<file path="src/rtl/cfglut5_loader.sv">
// Serial configuration engine for a CDO->CDI chain of CFGLUT5s: shifts a parallel
// INIT image out MSB first on CDI/CE and captures the previous chain contents from CDO.
module cfglut5_loader #(
    parameter int NUM_LUTS  = 1,
    parameter int SHIFT_DIV = 1
) (
    input  logic                    clk_i,
    input  logic                    rst_n_i,
    input  logic                    load_valid_i,
    output logic                    load_ready_o,
    input  logic [32*NUM_LUTS-1:0]  load_data_i,
    output logic                    cfg_ce_o,
    output logic                    cfg_cdi_o,
    input  logic                    cfg_cdo_i,
    output logic [32*NUM_LUTS-1:0]  old_data_o,
    output logic                    busy_o,
    output logic                    done_o
);
    localparam int N  = 32 * NUM_LUTS;
    localparam int BW = $clog2(N + 1);
    localparam logic [BW-1:0] LAST_BIT = BW'(N - 1);
    localparam logic [7:0]    DIV8     = 8'(SHIFT_DIV);

    if (NUM_LUTS < 1 || NUM_LUTS > 16) begin : g_bad_num_luts
        $error("cfglut5_loader: NUM_LUTS must be in 1..16");
    end
    if (SHIFT_DIV < 1 || SHIFT_DIV > 255) begin : g_bad_shift_div
        $error("cfglut5_loader: SHIFT_DIV must be in 1..255");
    end

    typedef enum logic [1:0] {
        ST_IDLE,
        ST_SHIFT,
        ST_FINISH
    } state_t;

    state_t          state_q;
    logic [N-1:0]    shift_q;
    // The final captured bit goes straight into old_data_q, so only N-1 bits are held here.
    logic [N-2:0]    cap_q;
    logic [N-1:0]    old_q;
    logic [BW-1:0]   bit_q;
    logic [7:0]      pace_q;
    logic            ce_q;
    logic            ready_q;
    logic            busy_q;
    logic            done_q;

    always_ff @(posedge clk_i or negedge rst_n_i) begin
        if (!rst_n_i) begin
            state_q <= ST_IDLE;
            shift_q <= '0;
            cap_q   <= '0;
            old_q   <= '0;
            bit_q   <= '0;
            pace_q  <= '0;
            ce_q    <= 1'b0;
            ready_q <= 1'b1;
            busy_q  <= 1'b0;
            done_q  <= 1'b0;
        end else begin
            done_q <= 1'b0;
            case (state_q)
                ST_IDLE, ST_FINISH: begin
                    state_q <= ST_IDLE;
                    ready_q <= 1'b1;
                    busy_q  <= 1'b0;
                    if (load_valid_i && ready_q) begin
                        shift_q <= load_data_i;
                        bit_q   <= '0;
                        // pace_q holds the 1-based position of the current cycle inside its slot.
                        pace_q  <= 8'd1;
                        ce_q    <= (DIV8 == 8'd1);
                        state_q <= ST_SHIFT;
                        ready_q <= 1'b0;
                        busy_q  <= 1'b1;
                    end
                end
                ST_SHIFT: begin
                    if (ce_q) begin
                        shift_q <= {shift_q[N-2:0], 1'b0};
                        cap_q   <= {cap_q[N-3:0], cfg_cdo_i};
                        bit_q   <= bit_q + 1'b1;
                        pace_q  <= 8'd1;
                        if (bit_q == LAST_BIT) begin
                            state_q <= ST_FINISH;
                            ce_q    <= 1'b0;
                            done_q  <= 1'b1;
                            busy_q  <= 1'b0;
                            ready_q <= 1'b1;
                            old_q   <= {cap_q, cfg_cdo_i};
                        end else begin
                            ce_q <= (DIV8 == 8'd1);
                        end
                    end else begin
                        pace_q <= pace_q + 8'd1;
                        ce_q   <= ((pace_q + 8'd1) == DIV8);
                    end
                end
                default: state_q <= ST_IDLE;
            endcase
        end
    end

    assign load_ready_o = ready_q;
    assign cfg_ce_o     = ce_q;
    assign cfg_cdi_o    = shift_q[N-1];
    assign old_data_o   = old_q;
    assign busy_o       = busy_q;
    assign done_o       = done_q;

endmodule

</file>
<file path="config.mk">
export PLATFORM = sky130hd
export DESIGN_NAME = cfglut5_loader
export DESIGN_NICKNAME = d
export VERILOG_FILES = /design/src/rtl/cfglut5_loader.sv
export SDC_FILE = /design/constraint.sdc
export NUM_CORES = 1
export LEC_CHECK = 0
export CORE_ASPECT_RATIO = 1.5
export CORE_UTILIZATION = 40
export DETAILED_ROUTE_END_ITERATION = 6
export DONT_BUFFER_PORTS = 1
export PLACE_DENSITY = 0.51
export SLEW_MARGIN = 30
export SYNTH_ARGS = -nofsm -noshare
export SYNTH_HDL_FRONTEND = slang
export SYNTH_SLANG_ARGS = --single-unit
</file>
<file path="constraint.sdc">
create_clock -name clk_i -period 3.72 [get_ports clk_i]
set_clock_uncertainty 0.05 [all_clocks]
set_input_delay 0.744 -clock clk_i [delete_from_list [all_inputs] [get_ports clk_i]]
set_output_delay 0.744 -clock clk_i [all_outputs]
set_load 0.01 [all_outputs]
</file>
==> results.yml <==
synthesis:
  synth_nets: 423
  synth_most_common_cell: "dfrtp_1"
  ys_top_cells_by_area: "dfrtp_1 (58%), mux2_2 (10%), mux2i_1 (6.3%), o21ai_0 (4.7%), mux2_1 (4.4%)"
  netlist_area_um2: 4900
  yosys-top-cells-count: "dfrtp_1 (114), o21ai_0 (46), mux2_2 (44)"
  synthArstFlopShare_pct: 100
  synth_edf_count: 0
  yosysSeqAreaShare_pct: 58.7
  yosysTopAreaCellShare_pct: 58.2
  syn_inst: 384
  yosys_warnings: 0
  yosys.area.top_type: "dfrtp_1"
  postSynthRegisterBits: 115
  syn_area_per_cell_um2: 12.8
  synthFlopType: "dfrtp_1"
  synth_cell_types: 47
route:
  antenna_left: 0
  post_drt_via_cell_ratio: 5.31
  drcViolationCount: 0
  drtIter0Drc: 76
  dr.pass1.iters: 4
  via_count: 2920
  wirelength_um: 8790
  routedWlPerCell_um: 16.0
placement:
  numPortBuffers: 0
  place_area_um2: 4970
  place_inst: 517
  post-dp-hpwl_um: 5420
  pre_cts_slack_ps: 1480
  gp_congestion: 0.757
grt:
  grt_max_degree: 115
  grt_pass1_vias: 3099
  grt_pass1_wl_um: 14800
  track_usage_pct: 15.3
  antenna_found_initial: 0
  globalRouteOverflowTotal: 0
power_and_ir_drop:
  power_mw: 4.32
  combinationalPowerShare_pct: 20.9
  p_sw_share_pct: 30.0
  seq_power_share_pct: 45.0
  p_leak_nw: 2.49
  switchingPower_mw: 1.30
  p_int_mw: 3.03
  power.share.clock_pct: 34.1
  p_per_area_nw_per_um2: 779
  max-vdd-ir-drop_v: 0.000293
cells_and_area:
  final_cells: 550
  antenna_cells: 0
  fin_area_um2: 5550
  area_delta_synth_final_pct: 13.2
  drive_above_1_share_pct: 22.2
  final_nets: 423
clock_tree:
  tritoncts: "done"
  htreeDepth: 4
  cts_inserted_buffers: 17
  cts-root-to-sink-buffers: 2
  numClockSinks: 115
  clkTransAtPathRegs_ps: 50
  clockRootBuffer: "clkbuf_16"
  cts_resized: 0
  clk_latency_ps: 410
hold_path:
  hp-class: "primary input to async pin"
die:
  die_h_um: 138
  start_util_pct: 41.0
  num_io_pins: 73
  core_area_um2: 12000
  die_x_um: 92.4
  num_rows: 49
  dieArea_um2: 12700
sta:
  relSlewSlack_pct: 61.4
  fmax_mhz: 455
  maxSlewViolCount: 0
  fin_crit_sh_pct: 59.1
  worstMarginPinSlew_ps: 578
  hold_viol_final: 0
  fin_crit_ps: 2200
  tns_ps: 0
  final-setup-viol-count: 0
  rsz0062_at_grt: "false"
  fin_ws_ps: 1520
critical_path:
  critPathKind: "flop to flop"
  crit_slowest_cell: "or3b_1"
  cp_top_family: "simple AND/OR/NAND/NOR gates"
  worst-path-buf-inv: 1
  worstPathRequired_ps: 3930
  cpPeakStageDelay_ps: 600
  endpoint_kind: "flop"
  crit_fanout: 53
  cp.arrival_ps: 2410
  critPathLaunchType: "flop"
  path_cells: "or3b_1 > o21ai_4 > buf_4 > o21ai_0"
status:
  status: "finished clean"
flow_run:
  cap_violations: 0
==> placed cells by master (no fill, tap or decap), types with 2 or more instances in the layout <==
cell type	instances
o21ai_0	46
nand4_1	3
inv_1	3
nand3_1	6
and3_1	3
nand2b_1	2
nand3b_1	3
o31ai_1	2
buf_4	4
nand2_1	36
a22o_1	2
xor2_1	2
a21oi_1	5
mux2i_1	31
or3_1	2
mux2_2	44
dfrtp_1	114
clkbuf_8	3
inv_6	2
mux2_1	19
clkinvlp_4	5
a21o_1	2
a31oi_1	3
clkbuf_16	17
ha_1	3
nor2_1	7
clkinv_2	3
==> per-layer routing <==
layer | part of all wire [%] | vias up | GRT usage [%]
met5 | 0 | - | 0
met3 | 7.1 | 20 | 5.57
met1 | 42 | 1464 | 17.3
met4 | 2.2 | 0 | 7.64
met2 | 49 | 77 | 25.2
li1 | - | 1359 | -
==> through the flow <==
step / util, % / hold WS (ps)
final: 46.4 / 128
after global routing: 46.4 / 112
after CTS: 46.4 / 108
after detailed placement: 41.6 / 401
after global placement: 41.6 / 401
after floorplan: - / 386
==> cells by family after synthesis <==
group / share of synthesized area, %
adder cells (fa/ha/maj): 0.765
buffers and inverters: 3.47
XOR/XNOR: 0.357
AND/OR/NAND/NOR: 7.83
AO/OA/AOI/OAI: 8.09
flip-flops: 58.7
multiplexers: 20.8
==> timing repair <==
| action | in CTS | in global routing |
|---|---|---|
| endpoints found under the hold margin | 114 | 0 |
| buffers inserted | 0 | 0 |
| hold buffers | 1 | 0 |
==> path summary, 6_finish.rpt <==
kind | from | endpoint | slack [ps] | cells after the start
worst max-delay path | cfg_ce_o | shift_q[19] | 1520 | 4
worst min-delay path | rst_n_i | load_ready_o | 130 | 0
worst max register to register | cfg_ce_o | shift_q[19] | 1520 | 4
worst min register to register | bit_q[5] | bit_q[5] | 420 | 1
max in group asynchronous | rst_n_i | shift_q[25] | 2930 | 1
min in group clk_i | bit_q[5] | bit_q[5] | 420 | 1
==> power groups by stage <==
stage	sequential [mW]	clock [mW]	combinational [mW]
5_1_grt	2.01	1.57	1.03
6_report	1.94	1.47	0.903
4_1_cts	1.95	1.53	0.923
3_5_place_dp	1.97	0	0.897
2_1_floorplan	1.87	0	0.815
3_3_place_gp	1.96	0	0.862
==> area by class of cell <==
class | count | area (um2)
Fill cell | 1117 | 6400
Sequential cell | 115 | 2880
Multi-Input combinational cell | 242 | 1860
Clock buffer | 21 | 470
Tap cell | 153 | 191
Clock inverter | 11 | 78.8
Timing Repair Buffer | 5 | 57.6
Inverter | 3 | 11.3
==> state kept, by name, summed over array words and instances (netlist names) <==
signal        count
old_data_o       32
shift_q          32
cap_q            31
pace_q            8
bit_q             6
state_q           2
busy_o            1
cfg_ce_o          1
done_o            1
load_ready_o      1
Note: power is estimated with default switching activity, not from simulation.
